### config.mk
export PLATFORM = sky130hd
export DESIGN_NAME = uart_rx_os
export DESIGN_NICKNAME = d
export VERILOG_FILES = /design/src/rtl/uart_rx_os.sv
export SDC_FILE = /design/constraint.sdc
export NUM_CORES = 1
export LEC_CHECK = 0
export CAP_MARGIN = 20
export CELL_PAD_IN_SITES_DETAIL_PLACEMENT = 1
export CELL_PAD_IN_SITES_GLOBAL_PLACEMENT = 1
export CORE_AREA = 2 2 93 95
export CTS_BUF_LIST = sky130_fd_sc_hd__clkbuf_8
export DETAILED_ROUTE_END_ITERATION = 10
export DIE_AREA = 0 0 95 97
export PLACE_DENSITY = 0.86
export REMOVE_ABC_BUFFERS = 1
export SLEW_MARGIN = 25
export SYNTH_ARGS = -nofsm -noshare
export SYNTH_HDL_FRONTEND = slang
export SYNTH_SLANG_ARGS = --single-unit
### constraint.sdc
create_clock -name clk -period 3.2 [get_ports clk]
set_input_delay 0.48 -clock clk [delete_from_list [all_inputs] [get_ports clk]]
set_output_delay 0.48 -clock clk [all_outputs]
set_load 0.02 [all_outputs]
### src/rtl/uart_rx_os.sv
// uart_rx_os: oversampling UART receiver.
// The asynchronous RX line is synchronised, bits are timed from a
// programmable prescaler, and each bit is decided by a 3-sample majority vote
// taken around the middle of the bit. The block supports even, odd or no
// parity, and one or two stop bits. Parity, framing and overrun errors are
// reported as separate sticky flags.
module uart_rx_os #(
  parameter int WORD_LENGHT = 8,
  parameter int OVERSAMPLE  = 16,
  parameter int DIV_WIDTH   = 16
) (
  input  logic                   clk,
  input  logic                   rst,
  input  logic                   RX_in,
  input  logic [DIV_WIDTH-1:0]   baud_div,
  input  logic [1:0]             parity_mode,
  input  logic                   two_stop,
  input  logic                   clear_interrupt,
  output logic [WORD_LENGHT-1:0] RX_out,
  output logic                   rx_valid,
  output logic                   received,
  output logic                   parity_error,
  output logic                   framing_error,
  output logic                   overrun,
  output logic                   Rx_error
);

  localparam int TW = $clog2(OVERSAMPLE + 1);
  localparam int BW = $clog2(WORD_LENGHT + 1);

  // Tick numbers inside one bit period (1..OVERSAMPLE) and the three
  // mid-bit sample points. The majority is decided at the last of the three.
  localparam logic [TW-1:0] TICK_LAST = TW'(OVERSAMPLE);
  localparam logic [TW-1:0] TICK_S0   = TW'(OVERSAMPLE / 2 - 1);
  localparam logic [TW-1:0] TICK_S1   = TW'(OVERSAMPLE / 2);
  localparam logic [TW-1:0] TICK_S2   = TW'(OVERSAMPLE / 2 + 1);
  localparam logic [BW-1:0] BIT_LAST  = BW'(WORD_LENGHT - 1);

  typedef enum logic [2:0] {
    S_IDLE,
    S_START,
    S_DATA,
    S_PARITY,
    S_STOP1,
    S_STOP2,
    S_DONE
  } state_t;

  typedef enum logic [1:0] {
    PAR_NONE = 2'b00,
    PAR_EVEN = 2'b01,
    PAR_ODD  = 2'b10,
    PAR_RSVD = 2'b11
  } par_t;

  state_t state, next_state;

  logic                   rx_m, rx_s;
  logic                   armed;
  logic [DIV_WIDTH-1:0]   div_q;
  par_t                   par_q;
  logic                   two_q;
  logic [DIV_WIDTH-1:0]   presc;
  logic [TW-1:0]          tick_cnt;
  logic [TW-1:0]          tick_num;
  logic                   tick;
  logic                   decide;
  logic                   s0, s1;
  logic                   bit_val;
  logic                   start_det;
  logic                   par_en;
  logic [BW-1:0]          bit_cnt;
  logic [WORD_LENGHT-1:0] shreg;
  logic                   perr_p, ferr_p;
  logic                   keep;

  // Two-flop synchroniser. It resets to the idle line level so that reset
  // release never looks like a start bit.
  // NOTE: every clocked process uses non-blocking assignments, so all flops
  // update together and the order of statements cannot create races.
  always_ff @(posedge clk or posedge rst) begin
    if (rst) begin
      rx_m <= 1'b1;
      rx_s <= 1'b1;
    end else begin
      rx_m <= RX_in;
      rx_s <= rx_m;
    end
  end

  // Bit-timing helpers. The prescaler ticks only while a frame is active.
  assign tick      = (state != S_IDLE) && (state != S_DONE) && (presc == div_q);
  assign tick_num  = (tick_cnt == TICK_LAST) ? TW'(1) : tick_cnt + TW'(1);
  assign decide    = tick && (tick_num == TICK_S2);
  assign bit_val   = (s0 & s1) | (s0 & rx_s) | (s1 & rx_s);
  assign start_det = (state == S_IDLE) && armed && !rx_s;
  assign par_en    = (par_q == PAR_EVEN) || (par_q == PAR_ODD);

  // State register.
  always_ff @(posedge clk or posedge rst) begin
    if (rst) state <= S_IDLE;
    else     state <= next_state;
  end

  // Next-state logic. The state only advances on a bit decision, except for
  // the start detect and the single-cycle DONE state.
  // NOTE: next_state gets its default before the case statement, so every
  // path assigns it and no latch is inferred.
  always_comb begin
    next_state = state;
    case (state)
      S_IDLE:   if (start_det) next_state = S_START;
      S_START:  if (decide) next_state = bit_val ? S_IDLE : S_DATA;
      S_DATA:   if (decide && (bit_cnt == BIT_LAST))
                  next_state = par_en ? S_PARITY : S_STOP1;
      S_PARITY: if (decide) next_state = S_STOP1;
      S_STOP1:  if (decide) next_state = two_q ? S_STOP2 : S_DONE;
      S_STOP2:  if (decide) next_state = S_DONE;
      S_DONE:   next_state = S_IDLE;
      default:  next_state = S_IDLE;
    endcase
  end

  // Receive datapath. This covers the prescaler, the tick counter, the
  // samples, the shift register, the latched configuration and the pending
  // errors.
  always_ff @(posedge clk or posedge rst) begin
    if (rst) begin
      armed    <= 1'b0;
      div_q    <= '0;
      par_q    <= PAR_NONE;
      two_q    <= 1'b0;
      presc    <= '0;
      tick_cnt <= '0;
      s0       <= 1'b1;
      s1       <= 1'b1;
      bit_cnt  <= '0;
      shreg    <= '0;
      perr_p   <= 1'b0;
      ferr_p   <= 1'b0;
    end else begin
      // The prescaler is held in IDLE, so it restarts cleanly at start detect.
      if (state == S_IDLE) begin
        presc    <= '0;
        tick_cnt <= '0;
      end else if (tick) begin
        presc    <= '0;
        tick_cnt <= tick_num;
      end else begin
        presc    <= presc + DIV_WIDTH'(1);
      end

      if (tick && (tick_num == TICK_S0)) s0 <= rx_s;
      if (tick && (tick_num == TICK_S1)) s1 <= rx_s;

      // The line must be seen idle after each frame before the next start is
      // accepted. A held-low break therefore yields only one frame.
      if (state == S_DONE)                armed <= 1'b0;
      else if ((state == S_IDLE) && rx_s) armed <= 1'b1;

      if (start_det) begin
        div_q   <= baud_div;
        par_q   <= par_t'(parity_mode);
        two_q   <= two_stop;
        bit_cnt <= '0;
        perr_p  <= 1'b0;
        ferr_p  <= 1'b0;
      end

      if (decide) begin
        case (state)
          S_DATA: begin
            shreg   <= {bit_val, shreg[WORD_LENGHT-1:1]};
            bit_cnt <= bit_cnt + BW'(1);
          end
          S_PARITY: begin
            if ((par_q == PAR_EVEN) && ((^shreg) ^ bit_val))  perr_p <= 1'b1;
            if ((par_q == PAR_ODD) && !((^shreg) ^ bit_val))  perr_p <= 1'b1;
          end
          S_STOP1, S_STOP2: if (!bit_val) ferr_p <= 1'b1;
          default: ;
        endcase
      end
    end
  end

  // Host-visible outputs. If a clear arrives in the DONE cycle, the set still
  // wins, and overrun is judged against the received value before the clear.
  assign keep = !clear_interrupt;

  always_ff @(posedge clk or posedge rst) begin
    if (rst) begin
      RX_out        <= '0;
      rx_valid      <= 1'b0;
      received      <= 1'b0;
      parity_error  <= 1'b0;
      framing_error <= 1'b0;
      overrun       <= 1'b0;
    end else begin
      rx_valid      <= 1'b0;
      received      <= received & keep;
      parity_error  <= parity_error & keep;
      framing_error <= framing_error & keep;
      overrun       <= overrun & keep;
      if (state == S_DONE) begin
        RX_out        <= shreg;
        rx_valid      <= 1'b1;
        received      <= 1'b1;
        parity_error  <= (parity_error & keep) | perr_p;
        framing_error <= (framing_error & keep) | ferr_p;
        overrun       <= (overrun & keep) | received;
      end
    end
  end

  assign Rx_error = parity_error | framing_error | overrun;

endmodule

Yosys cells after proc, flatten, opt, wreduce, memory -nomap -nowiden:

Index checks and enable logic that the tools add are counted.
Widths: inputs -> output; s select.

* register bits after elaboration: 75
* latch bits: 0
* bits in writable memories: 0
* bits in read-only memories: 0
* input bits: 23
* output and inout bits: 14
* memories: 0

* $add $sub $neg: 3
* multiply operators: 0
* div/mod/pow operators: 0
* magnitude comparators: 0
* eq/ne operators: 21
* shift operators: 0
* multiplexer cells: 34
* bitwise operators: 15
* reductions and logical operators: 23

Operators with widths (number)
* $mux 16: 2
* $mux 3: 7
* $pmux 3 s6: 1
* $add 16x1->16 const B: 1
* $eq 16x16->1: 1
* $mux 1: 16
* $mux 5: 3
* $mux 4: 3
* $ne 2x2->1 const B: 6
* $logic_and 1x1->1: 11
* $eq 5x4->1 const B: 2
* $eq 3x3->1 const B: 3
* $reduce_xor 8->1: 1
* $and 1x1->1: 7
* $or 1x1->1: 7
* $eq 3x2->1 const B: 2
* $reduce_and 6->1: 1
* $add 5x1->5 const B: 1
* $eq 5x3->1 const B: 1
* $eq 5x5->1 const B: 1
* $add 4x1->4 const B: 1
* $eq 4x3->1 const B: 1
* $mux 2: 2
* $reduce_bool 2->1: 2
* other kinds (11): 13

Longest topological paths before layout:

Gate-level depths: netlist of run 1.

* depth after elaboration: 9
* depth in mapped cells: 11
* depth with buffers taken out: 8

Worst setup path before layout of run 1:

No wires, ideal clock.

* kind: flip-flop to flip-flop
* from: register state[1]
* to: register shreg[0]
* library setup time: 0.125 ns
* data arrival time: 2.156 ns
* data required time: 3.075 ns
* setup slack: 0.919 ns
* stages on the path, launching flop included: 11
* path buffers: 3
* cells stage by stage: dfrtp_1 -> buf_6 -> nand2_2 -> or2_4 -> inv_2 -> nor4_4 -> nand3_2 -> or4_1 -> buf_6 -> buf_6 -> mux2_4

* word-level cells in the longest chain between the ends: 5
* elaborated cells between the ends (all ways): 7
* classes of those cells: eq/ne (2); reduce/logical (5)

RTL lines
* start: declaration: RTL line 56 `state_t state, next_state;`
* start signal: assignment: RTL line 102 `else state <= next_state;`
* $ne 3x3->1 / $reduce_bool 3->1 (equally long branches): RTL line 92 `assign tick = (state != S_IDLE) && (state != S_DONE) && (presc == div_q);`
* $logic_and 1x1->1 (2 in a row): RTL line 92
* $logic_and 1x1->1: RTL line 94 `assign decide = tick && (tick_num == TICK_S2);`
* $reduce_and 2->1 (no line) *
* end signal: assignment: RTL line 173 `shreg <= {bit_val, shreg[WORD_LENGHT-1:1]};`
* end: declaration: RTL line 73 `logic [WORD_LENGHT-1:0] shreg;`

Every way passes the cells marked *; elsewhere a longest branch is shown, timed or not.
A chain may end at the register's enable or synchronous reset.

Worst setup path after layout of run 1:

* from: register state[2]
* to: register shreg[3]

The elaborated chain is that of the path after synthesis.

==> flow_summary.ini, run 1 <==
[run_status]
status = completed

[sta]
finalClockSkew_ns = 0.01455
finalCriticalPeriod_ns = 2.757
worst_slew_pin_slew_ns = 0.7687
setup_viol_count_final = 0
hold_viol_final = 0
rsz0062_at_grt = no
fin_setup_tns_ns = 0
min_period_over_period_pct = 86.15
slew_headroom_pct = 48.70
timing.fmax_mhz = 362.7
report.final.slew_viol_count = 0

[die]
die_h_um = 97
row_count = 33
ioPinCount = 37
coreArea_mm2 = 0.008134
die_area_mm2 = 0.009215
initial_core_util_pct = 45.01
fp.dieW_um = 95

[clock_network]
path_clk_slew_ns = 0.08
clkLatencyLatePin_ns = 0.36
htree_num_levels = 3
cts_setup_buffers = 0
cts_resized = 0
numCtsBuffers = 9
clockBufferDepth = 2
cts_hold_buf = 0
cts_tree = yes
root_buffer = clkbuf_8
clock_sinks = 75

[worst_setup_path]
crit_type = reg2reg
cpPeakStageDelay_ns = 0.85
end_kind = flop
endpoint = shreg[3]
cp.required_ns = 3.44
crit_start = state[2]
cp_slowest_cell = or4_1
reg2reg_slack_ns = 0.44
ff2ff_path_depth = 7
startpoint_type = flop
crit_chain = nand2_2 > or2_4 > inv_2 > nor4_4 > nand3_2 > or4_1 > mux2_2
r2r-start = state[2]
worstPathMaxFanout = 17
critPathArrivalTime_ns = 2.99
r2r-end = shreg[3]

[route]
antenna_left = 0
wl_per_cell_um = 15.59
drtIter0Drc = 70
wirelength_mm = 8.152
vias = 2745
vias_per_cell = 5.249
first_pass_iters = 4
drc = 0

[finish]
antenna_cells = 0
drive_gt1_share_pct = 9.569
area_delta_synth_final_pct = 18.69
nNetsFinal = 444
fin_area_mm2 = 0.004345

[logic_synthesis]
yosys.area.top_type = dfrtp_1
async_reset_ff_share_pct = 100.0
syn_avg_cell_area_um2 = 9.711
synth_top_family_by_area = simple AND/OR/NAND/NOR gates
synth_mux_area_share_pct = 4.272
ys_ff_latch = 75
synth_area_mm2 = 0.003661
yosys.cell_types.count = 46
yosys.area_share.simple_pct = 21.84
synth_edf_count = 0
synth_ff_type = dfrtp_1
synth-seq-area-share_pct = 51.40
synth_top_area_share_pct = 48.53
ys_warn_count = 0
netlist_instances = 377
synth_compound_area_share_pct = 6.288
ys_top_cells_by_area = dfrtp_1 (49%), nand2_1 (9.9%), xor2_1 (6.5%), xnor2_1 (3.1%), dfstp_2 (2.9%)
synth-xor-area-share_pct = 9.569
synth_fa_ha_area_share_pct = 2.734

[global_routing]
antenna_found_initial = 0
gr-usage-all-layers_pct = 19.57
grt_pass1_wl_mm = 13.92
overflow = 0
grt_pass1_vias = 2886
grt_max_degree = 76

[hold_path]
hold_class = reg2reg

[power]
ir_drop_uv = 252.1
leakage_nw = 2.038
p_per_area_mw_per_mm2 = 529.5

[place]
place_hpwl_mm = 5.593
io_buffers = 36
globalplace.congestion = 0.8800
dpl-instance-area_mm2 = 0.004101

[job]
cap_violations = 0
## layer usage
| metal | up-vias | global-route usage [%] | wire [um] |
|---|---|---|---|
| li1 | 1319 | - | - |
| met1 | 1373 | 23.71 | 3490 |
| met2 | 40 | 33.99 | 4283 |
| met3 | 13 | 3.193 | 202 |
| met4 | 0 | 8.138 | 175 |
| met5 | - | 0 | 0 |
## state kept, by name (all words and copies together), names as in the netlist, 2 cells and up
| signal | flops |
|---|---|
| div_q | 16 |
| presc | 16 |
| RX_out | 8 |
| shreg | 8 |
| tick_cnt | 5 |
| bit_cnt | 4 |
| state | 3 |
| par_q | 2 |
## through the flow
step           cells  total power, mW  util (%)  hold WS (ns)  setup slack, ns
5_1_grt          523            2.421     53.42        0.3669           0.2251
3_5_place_dp     507            1.429     50.42        0.3514           0.4395
2_1_floorplan    363            1.321         -        0.3452           0.7518
6_report         523            2.301     53.42        0.3585           0.4431
4_1_cts          523            2.322     53.42        0.3584           0.4208
3_3_place_gp     507            1.408     50.42        0.3468           0.5404
## worst max-delay path, delay by kind of cell (launching register included)
family	cells	cell delay [ns]
and+or+nand+nor	5	1.61
buffers and inverters	1	0.13
muxes	1	0.41
DFF	1	0.50
## cell families (layout without fill, tap and decap cells)
| group | after synthesis | in the layout |
|---|---|---|
| adder cells (fa/ha/maj) | 8 | 8 |
| AO/OA/AOI/OAI | 38 | 38 |
| flip-flops | 75 | 75 |
| XOR/XNOR | 40 | 40 |
| buffers and inverters | 29 | 70 |
| multiplexers | 14 | 14 |
| AND/OR/NAND/NOR | 173 | 173 |
## layout by cell type (no fill, tap or decap), types with 3 or more instances in the layout
cell,netlist,layout
a21oi_1,6,6
and3_1,5,5
bufinv_16,0,3
clkbuf_8,0,10
clkdlybuf4s50_1,0,36
dfrtp_1,71,71
dfstp_2,4,4
ha_1,8,8
inv_1,14,15
mux2_2,9,9
mux2i_1,4,4
nand2_1,97,97
nand2b_1,4,4
nand3_1,16,16
nand4_1,3,3
nor2_1,21,21
nor2b_1,3,3
nor3_1,6,6
nor4_1,3,3
o21ai_0,19,19
xnor2_1,13,13
xor2_1,27,27
## report_power, final
part / total [mW] / switching, mW / internal (mW)
logic: 0.277 / 0.143 / 0.134
clock network: 0.890 / 0.355 / 0.535
registers: 1.13 / 0.100 / 1.03
total: 2.30 / 0.598 / 1.70
## Yosys cell counts (2+ instances only)
library cell and number:
nand4_1 3, nor2b_1 3, nor4_1 3, nand2b_1 4
xnor2_1 13, a21oi_1 6, a22o_1 2, o22ai_1 2
buf_6 4, dfrtp_1 71, nand2_1 97, nor3_1 6
clkbuf_1 7, nor2_1 21, ha_1 8, xor2_1 27
and4_1 2, a21o_1 2, a32o_1 2, buf_2 2
nand3_1 16, dfstp_2 4, o21ai_0 19, inv_1 14
or3_1 2, and3_1 5, mux2_2 9, nor3b_1 2
mux2i_1 4
## layout make-up
cell class	count	area (um^2)
fill	911	3789
sequential	75	1882
multi-input combinational	273	1637
timing repair buffer	39	395.4
clock buffer	10	137.6
tap	105	131.4
clock inverter	6	106.4
inverter	15	56.30
## how the worst min path moves through the flow
stage                      end  cells after the start  from
after floorplan           rx_s                      0  rx_m
after global placement    rx_s                      0  rx_m
after detailed placement  rx_s                      0  rx_m
after CTS                 rx_s                      0  rx_m
after global routing      rx_s                      0  rx_m
final                     rx_s                      0  rx_m
Power figures use the tool's default switching activity.
==> inputs of run 2 (changes only) <==
- CAP_MARGIN: 20 -> default
==> results of run 2 <==
No change in the layout: final DEF, timing and power equal those of run 1.
